[config.mk]
export PLATFORM = sky130hd
export DESIGN_NAME = uart_tx_arbiter
export DESIGN_NICKNAME = d
export VERILOG_FILES = /design/src/rtl/uart_tx_arbiter.sv
export SDC_FILE = /design/constraint.sdc
export NUM_CORES = 1
export LEC_CHECK = 0
export CAP_MARGIN = 15
export CORE_MARGIN = 3
export CORE_UTILIZATION = 50
export CTS_BUF_LIST = sky130_fd_sc_hd__clkbuf_4
export CTS_CLUSTER_DIAMETER = 40
export DETAILED_ROUTE_END_ITERATION = 10
export GPL_ROUTABILITY_DRIVEN = 0
export PLACE_DENSITY = 0.83
export SYNTH_ARGS = -nofsm -noshare
export SYNTH_HDL_FRONTEND = slang
export SYNTH_SLANG_ARGS = --single-unit
[constraint.sdc]
create_clock -name clock -period 2.6 [get_ports clock]
set_input_delay 0.52 -clock clock [delete_from_list [all_inputs] [get_ports clock]]
set_output_delay 0.52 -clock clock [all_outputs]
set_load 0.02 [all_outputs]
[src/rtl/uart_tx_arbiter.sv]
// uart_tx_arbiter: frame-aware round-robin scheduler sharing one uart_tx
// between NUM_REQ byte producers. Once a requester wins, it keeps the
// transmitter until it sends a byte flagged last, abandons the frame
// (HOLD watchdog) or the transmitter stalls (TX watchdog).
module uart_tx_arbiter #(
  parameter int NUM_REQ      = 4,
  parameter int DATA_BITS    = 8,
  parameter int TX_TIMEOUT   = 16384,
  parameter int HOLD_TIMEOUT = 1024
) (
  input  logic                         clock,
  input  logic                         reset,
  input  logic [NUM_REQ-1:0]           req,
  input  logic [NUM_REQ-1:0]           req_last,
  input  logic [NUM_REQ*DATA_BITS-1:0] req_data,
  output logic [NUM_REQ-1:0]           req_ack,
  output logic [NUM_REQ-1:0]           grant,
  output logic                         tx_start,
  output logic [DATA_BITS-1:0]         tx_din,
  input  logic                         tx_done_tick,
  output logic                         busy,
  output logic                         timeout_err
);

  localparam int TMR_MAX = (TX_TIMEOUT > HOLD_TIMEOUT) ? TX_TIMEOUT : HOLD_TIMEOUT;
  localparam int TMR_W   = (TMR_MAX > 1) ? $clog2(TMR_MAX) : 1;
  localparam int PTR_W   = (NUM_REQ > 1) ? $clog2(NUM_REQ) : 1;
  localparam int PW1     = PTR_W + 1;

  localparam logic [TMR_W-1:0] TX_LIM   = TMR_W'(TX_TIMEOUT - 1);
  localparam logic [TMR_W-1:0] HOLD_LIM = TMR_W'(HOLD_TIMEOUT - 1);
  localparam logic [PTR_W-1:0] LAST_IDX = PTR_W'(NUM_REQ - 1);
  localparam logic [PW1-1:0]   NREQ_W   = PW1'(NUM_REQ);

  typedef enum logic [1:0] {
    IDLE,
    LOAD,
    SEND,
    HOLD
  } state_t;

  state_t               state, state_nxt;
  logic [PTR_W-1:0]     rr_ptr, rr_nxt;
  logic [PTR_W-1:0]     owner, owner_nxt;
  logic [TMR_W-1:0]     timer, timer_nxt;
  logic                 last_flag, last_nxt;
  logic [NUM_REQ-1:0]   grant_nxt;
  logic [NUM_REQ-1:0]   req_ack_nxt;
  logic                 tx_start_nxt;
  logic [DATA_BITS-1:0] tx_din_nxt;
  logic                 busy_nxt;
  logic                 timeout_nxt;

  logic                 pick_valid;
  logic [PTR_W-1:0]     pick_idx;
  logic [NUM_REQ-1:0]   pick_oh;
  logic                 own_req;
  logic                 own_last;
  logic [DATA_BITS-1:0] own_data;
  logic [PTR_W-1:0]     owner_inc;
  logic [TMR_W-1:0]     timer_inc;

  // Cyclic search for the first asserted req starting at the rr pointer.
  always_comb begin : rr_search
    logic [PW1-1:0] cand;
    pick_valid = 1'b0;
    pick_idx   = '0;
    cand       = '0;
    for (int unsigned i = 0; i < NUM_REQ; i++) begin
      cand = {1'b0, rr_ptr} + PW1'(i);
      if (cand >= NREQ_W) cand = cand - NREQ_W;
      if (!pick_valid && req[cand[PTR_W-1:0]]) begin
        pick_valid = 1'b1;
        pick_idx   = cand[PTR_W-1:0];
      end
    end
  end

  // One-hot form of the selected index, loaded into grant on a win.
  always_comb begin
    pick_oh = '0;
    for (int unsigned i = 0; i < NUM_REQ; i++) begin
      pick_oh[i] = (pick_idx == PTR_W'(i));
    end
  end

  // Owner's req/last/data, selected by the one-hot grant register.
  always_comb begin
    own_req  = |(req & grant);
    own_last = |(req_last & grant);
    own_data = '0;
    for (int unsigned i = 0; i < NUM_REQ; i++) begin
      if (grant[i]) own_data = own_data | req_data[i*DATA_BITS +: DATA_BITS];
    end
  end

  // Pointer advance past the owner and saturating timer increment.
  always_comb begin
    owner_inc = (owner == LAST_IDX) ? '0 : owner + 1'b1;
    timer_inc = (timer == '1) ? timer : timer + 1'b1;
  end

  // Next-state and registered-output values for the IDLE/LOAD/SEND/HOLD FSM.
  always_comb begin
    state_nxt    = state;
    rr_nxt       = rr_ptr;
    owner_nxt    = owner;
    timer_nxt    = timer;
    last_nxt     = last_flag;
    grant_nxt    = grant;
    req_ack_nxt  = '0;
    tx_start_nxt = 1'b0;
    tx_din_nxt   = tx_din;
    timeout_nxt  = 1'b0;

    case (state)
      IDLE: begin
        if (pick_valid) begin
          owner_nxt = pick_idx;
          grant_nxt = pick_oh;
          state_nxt = LOAD;
        end
      end

      LOAD: begin
        tx_din_nxt   = own_data;
        last_nxt     = own_last;
        tx_start_nxt = 1'b1;
        req_ack_nxt  = grant;
        timer_nxt    = '0;
        state_nxt    = SEND;
      end

      SEND: begin
        // done is tested before the limit so a coincident done suppresses the error
        if (tx_done_tick) begin
          if (last_flag) begin
            grant_nxt = '0;
            rr_nxt    = owner_inc;
            state_nxt = IDLE;
          end else begin
            timer_nxt = '0;
            state_nxt = HOLD;
          end
        end else if (timer == TX_LIM) begin
          timeout_nxt = 1'b1;
          grant_nxt   = '0;
          rr_nxt      = owner_inc;
          state_nxt   = IDLE;
        end else begin
          timer_nxt = timer_inc;
        end
      end

      HOLD: begin
        if (own_req) begin
          state_nxt = LOAD;
        end else if (timer == HOLD_LIM) begin
          timeout_nxt = 1'b1;
          grant_nxt   = '0;
          rr_nxt      = owner_inc;
          state_nxt   = IDLE;
        end else begin
          timer_nxt = timer_inc;
        end
      end

      default: state_nxt = IDLE;
    endcase

    busy_nxt = (state_nxt != IDLE);
  end

  // State, pointer, timer and all registered outputs.
  always_ff @(posedge clock or negedge reset) begin
    if (!reset) begin
      state       <= IDLE;
      rr_ptr      <= '0;
      owner       <= '0;
      timer       <= '0;
      last_flag   <= 1'b0;
      grant       <= '0;
      req_ack     <= '0;
      tx_start    <= 1'b0;
      tx_din      <= '0;
      busy        <= 1'b0;
      timeout_err <= 1'b0;
    end else begin
      state       <= state_nxt;
      rr_ptr      <= rr_nxt;
      owner       <= owner_nxt;
      timer       <= timer_nxt;
      last_flag   <= last_nxt;
      grant       <= grant_nxt;
      req_ack     <= req_ack_nxt;
      tx_start    <= tx_start_nxt;
      tx_din      <= tx_din_nxt;
      busy        <= busy_nxt;
      timeout_err <= timeout_nxt;
    end
  end

endmodule

=== Yosys cells after proc, flatten, opt, wreduce, memory -nomap -nowiden ===
Index checks and enable logic that the tools add are counted.

* Logic and storage cells: 127
* Input port bits: 43
* Output and inout bits: 19
* Flip-flop bits (word level): 40

* Reduce and logical (&&, ||, !) cells: 18
* Magnitude comparators: 8
* Add/sub/neg operators: 9
* Equality and inequality tests: 17
* Bitwise logic cells: 5
* Muxes and demuxes: 59

{| class="wikitable"
|+ Operators by type and width
! operator !! number
|-
| $mux W14 || 6
|-
| $pmux W14 S3 || 1
|-
| $mux W2 || 20
|-
| $mux W8 || 4
|-
| $mux W4 || 7
|-
| $or A8 B8 Y8 || 3
|-
| $add A14 B1 Y14 const B || 1
|-
| $eq A14 B10 Y1 const B || 1
|-
| $eq A14 B14 Y1 const B || 1
|-
| $mux W1 || 13
|-
| $lt A2 B3 Y1 const B || 4
|-
| $ne A3 B3 Y1 const B || 4
|-
| $pmux W4 S3 || 1
|-
| $eq A2 B2 Y1 const B || 5
|-
| $reduce_and A5 Y1 || 2
|-
| $ge A3 B3 Y1 const B || 3
|-
| $and A4 B4 Y4 || 2
|-
| $bmux W1 S2 || 4
|-
| $ne A2 B2 Y1 const B || 4
|-
| $pmux W2 S4 || 1
|-
| $reduce_or A4 Y1 || 2
|-
| $sub A2 B1 Y2 const B || 4
|-
| $add A2 B2 Y3 const B || 2
|-
| $reduce_and A6 Y1 || 1
|-
| other kinds (12) || 20
|}

=== Longest topological paths before layout ===
* Depth in word-level cells: 17
* Depth in mapped cells: 7
* Mapped depth without buffers: 6

=== Worst setup path before layout ===
OpenSTA, ideal clock, no wires.

* Kind: register to register
* Start: reg timer[13]
* End: reg timer[8]
* Required time: 2490 ps
* Path buffers: 1
* Arrival time: 2241 ps
* Path slack: 249 ps
* Library setup time: 110 ps
* Stages on the path, launching flop included: 7
* Cell sequence: dfrtp_1 or4_4 or4_4 a311oi_4 buf_6 o311ai_0 o41ai_1

* Word-level cells in the longest chain between the ends: 5
* Elaborated cells between the ends (all ways): 11

{| class="wikitable"
|+ RTL lines
! item !! line !! RTL
|-
| start, declared || 45 || <nowiki>logic [TMR_W-1:0] timer, timer_nxt;</nowiki>
|-
| start signal, assigned || 192 || <nowiki>timer <= timer_nxt;</nowiki>
|-
| $eq A14 B14 Y1 || 100, 145 ||
|-
| $mux W14 || 100 || <nowiki>timer_inc = (timer == '1) ? timer : timer + 1'b1;</nowiki>
|-
| $mux W14 (on tied branches) || 158, 145 ||
|-
| $mux W14 (on tied branches) || 156, 136 ||
|-
| $pmux W14 S3 || 116 || <nowiki>case (state)</nowiki>
|}

Several ways; a longest one is shown, not always the timed one. The select of a mux whose other input is x is not followed.
A chain may end at the register's enable or synchronous reset.

=== Final worst setup path ===
Ends and elaborated chain as after synthesis.

==> flow_summary.json <==
{
  "postLayoutCellArea_um2": 2952,
  "cp_max_fo": 16,
  "cts_sinks": 40,
  "synthFlopType": "dfrtp_1",
  "final-setup-viol-count": 0,
  "worstPathRequired_ns": 2.86,
  "die_area_um2": 5305,
  "rr_worst_depth": 6,
  "start_util_pct": 53.89,
  "rsz0062_at_grt": "no",
  "yosys_warnings": 0,
  "area_delta_synth_final_pct": 32.16,
  "root_buffer": "clkbuf_4",
  "crit_arrival_ns": 2.69,
  "cts_tree": "done",
  "synthCells": 230,
  "synth-edff-count": 0,
  "power.density_nw_per_um2": 964.5,
  "cp-end-kind": "flip-flop",
  "postRouteAntennaNets": 0,
  "synth_area_um2": 2233,
  "drc": 0,
  "grt_util_all_layers_pct": 23.10,
  "syn_nets": 275,
  "std_cell_rows": 23,
  "grt_pass1_wl_um": 9480,
  "die_w_um": 72.84,
  "multiInputGateArea_um2": 1129,
  "antenna_cells": 0,
  "placed_area_um2": 2877,
  "vias": 2088,
  "hp-class": "input pin to asynchronous set/reset pin",
  "clk_latency_ns": 0.35,
  "finalClockSkew_ns": 0.01296,
  "post-cts-setup-buffer-count": 0,
  "status": "finished, final reports clean",
  "dpl.hpwl_um": 4322,
  "fp.dieH_um": 72.84,
  "seqCellArea_um2": 1001,
  "vias_per_cell": 6.105,
  "async_reset_ff_share_pct": 100.0,
  "post-route-period-util_pct": 93.56,
  "cpPeakStageDelay_ns": 0.58,
  "drtIter0Drc": 198,
  "worst_slew_pin_slew_ns": 0.8733,
  "fillers": 340,
  "cp_common_cell": "or4_4",
  "cp.buffers_inverters": 1,
  "r2r-start": "timer[13]",
  "worstPathCellList": "or4_4 -> or4_4 -> a311oi_4 -> buf_4 -> o311ai_0 -> o41ai_1",
  "cap_violations": 0,
  "nNetsFinal": 336,
  "setup_tns_ns": 0,
  "core_um2": 4144,
  "worstSetupStartpointType": "flip-flop",
  "crit_type": "flip-flop to flip-flop",
  "ys_seq_elements": 40,
  "final-hold-violation-count": 0,
  "path_clk_slew_ns": 0.12,
  "io_pins": 62,
  "cpMaxStageDelayCell": "or4_4",
  "ctsHoldBuffers": 0,
  "path_delay_family": "simple AND/OR/NAND/NOR gates",
  "wl_um": 5811,
  "ys_seq_area_share_pct": 44.82,
  "grt_max_degree": 41,
  "avgSynthCellArea_um2": 9.710,
  "fmax_ghz": 0.4111,
  "grt_pass1_vias": 2036,
  "relSlewSlack_pct": 41.78,
  "cp.depth": 6,
  "post_cts_resized": 0,
  "rrSetupSlack_ns": 0.17,
  "numPortBuffers": 61,
  "cts.htree.levels": 2,
  "antenna_found_initial": 0,
  "drt-wirelength-per-cell_um": 16.99,
  "cts_buffer_depth": 2,
  "drv_slew": 0,
  "numCtsBuffers": 5,
  "p_leak_uw": 0.001185,
  "synth_cell_type_count": 55,
  "firstDrtPassIters": 4,
  "finalCriticalPeriod_ns": 2.433,
  "overflow": 0,
  "layout-drive-gt1-share_pct": 8.904,
  "reg2reg_to": "timer[8]",
  "ir_drop_mv": 0.6699
}
-- layer usage --
| layer | routed length [um] | track usage (%) | vias up | part of all wire, % |
|---|---|---|---|---|
| met5 | 0 | 0 | - | 0 |
| met4 | 144 | 9.836 | 0 | 2.5 |
| met3 | 221 | 3.857 | 14 | 3.8 |
| met2 | 2999 | 38.68 | 61 | 52 |
| met1 | 2446 | 29.43 | 1005 | 42 |
| li1 | - | - | 1008 | - |
-- logic make-up (layout without fill, tap and decap cells) --
group,after synthesis,count (layout),synth area share [%]
AO/OA/AOI/OAI,77,77,25.21
flip-flops,40,40,44.82
buffers and inverters,21,83,4.762
AND/OR/NAND/NOR,86,86,22.18
multiplexers,4,4,1.905
adder cells (fa/ha/maj),2,2,1.120
-- flip-flops by register name (all words and copies together) (netlist names), 2 cells and up --
register,flops
timer,14
tx_din,8
grant,4
req_ack,4
owner,2
rr_ptr,2
state,2
-- cells in the final DEF, fill, tap and decap left out, drive strengths merged, types with 8 or more instances in the layout --
cell type      instances
a21oi                 15
a22oi                 18
a31oi                 10
buf                    8
clkdlybuf4s50         60
dfrtp                 40
nand2                 12
nor2                  19
or4                    8
-- worst reg2reg max path: stages, from the launching register on --
cell,delay [ns]
dfrtp_1,0.44
or4_4,0.57
or4_4,0.58
a311oi_4,0.29
buf_4,0.23
o311ai_0,0.13
o41ai_1,0.10
-- cell type report --
class / count / area share (%)
clock inverter: 3 / 1.272
timing repair buffer: 68 / 22.30
sequential: 40 / 33.91
tap: 50 / 2.120
multi-input combinational: 169 / 38.24
inverter: 7 / 0.8902
clock buffer: 5 / 1.272
-- Yosys cell counts (5+ instances only) --
| library cell | number | area, um^2 |
|---|---|---|
| nor2_1 | 18 | 67.56 |
| or3_1 | 5 | 31.28 |
| or4_1 | 6 | 45.04 |
| clkbuf_1 | 11 | 41.29 |
| inv_1 | 7 | 26.28 |
| a31oi_1 | 10 | 62.56 |
| nand2_1 | 11 | 41.29 |
| nand4_1 | 5 | 31.28 |
| nand3_1 | 6 | 30.03 |
| a21oi_1 | 15 | 75.07 |
| dfrtp_1 | 40 | 1001 |
| a22oi_1 | 18 | 135.1 |
-- how the worst max path moves through the flow --
stage                    from  slack [ns]        end
global placement       req[2]        0.21  timer[11]
floorplan           timer[13]        0.25   timer[8]
finish              timer[13]        0.17   timer[8]
detailed placement     req[1]        0.11  timer[11]
CTS                 timer[13]        0.17   timer[8]
global route        timer[13]        0.06   timer[8]
-- through the flow --
step | total power (uW) | util [%] | worst slack [ns] | cells | hold WS, ns
2_1_floorplan | 1973 | - | 0.2486 | 230 | 0.2244
3_3_place_gp | 2412 | 69.41 | 0.2070 | 334 | 0.4698
3_5_place_dp | 2456 | 69.41 | 0.1148 | 334 | 0.4794
4_1_cts | 2853 | 71.23 | 0.1663 | 342 | 0.2974
5_1_grt | 3052 | 71.23 | 0.06248 | 342 | 0.3320
6_report | 2847 | 71.23 | 0.1675 | 342 | 0.2703
-- report_power, final --
| group | internal, uW | leakage [uW] | switching, uW |
|---|---|---|---|
| Sequential | 811 | 0.000514 | 211 |
| Clock | 196 | 0.0000403 | 205 |
| Combinational | 658 | 0.000631 | 766 |
| Total | 1670 | 0.00119 | 1180 |
Power figures use the tool's default switching activity.
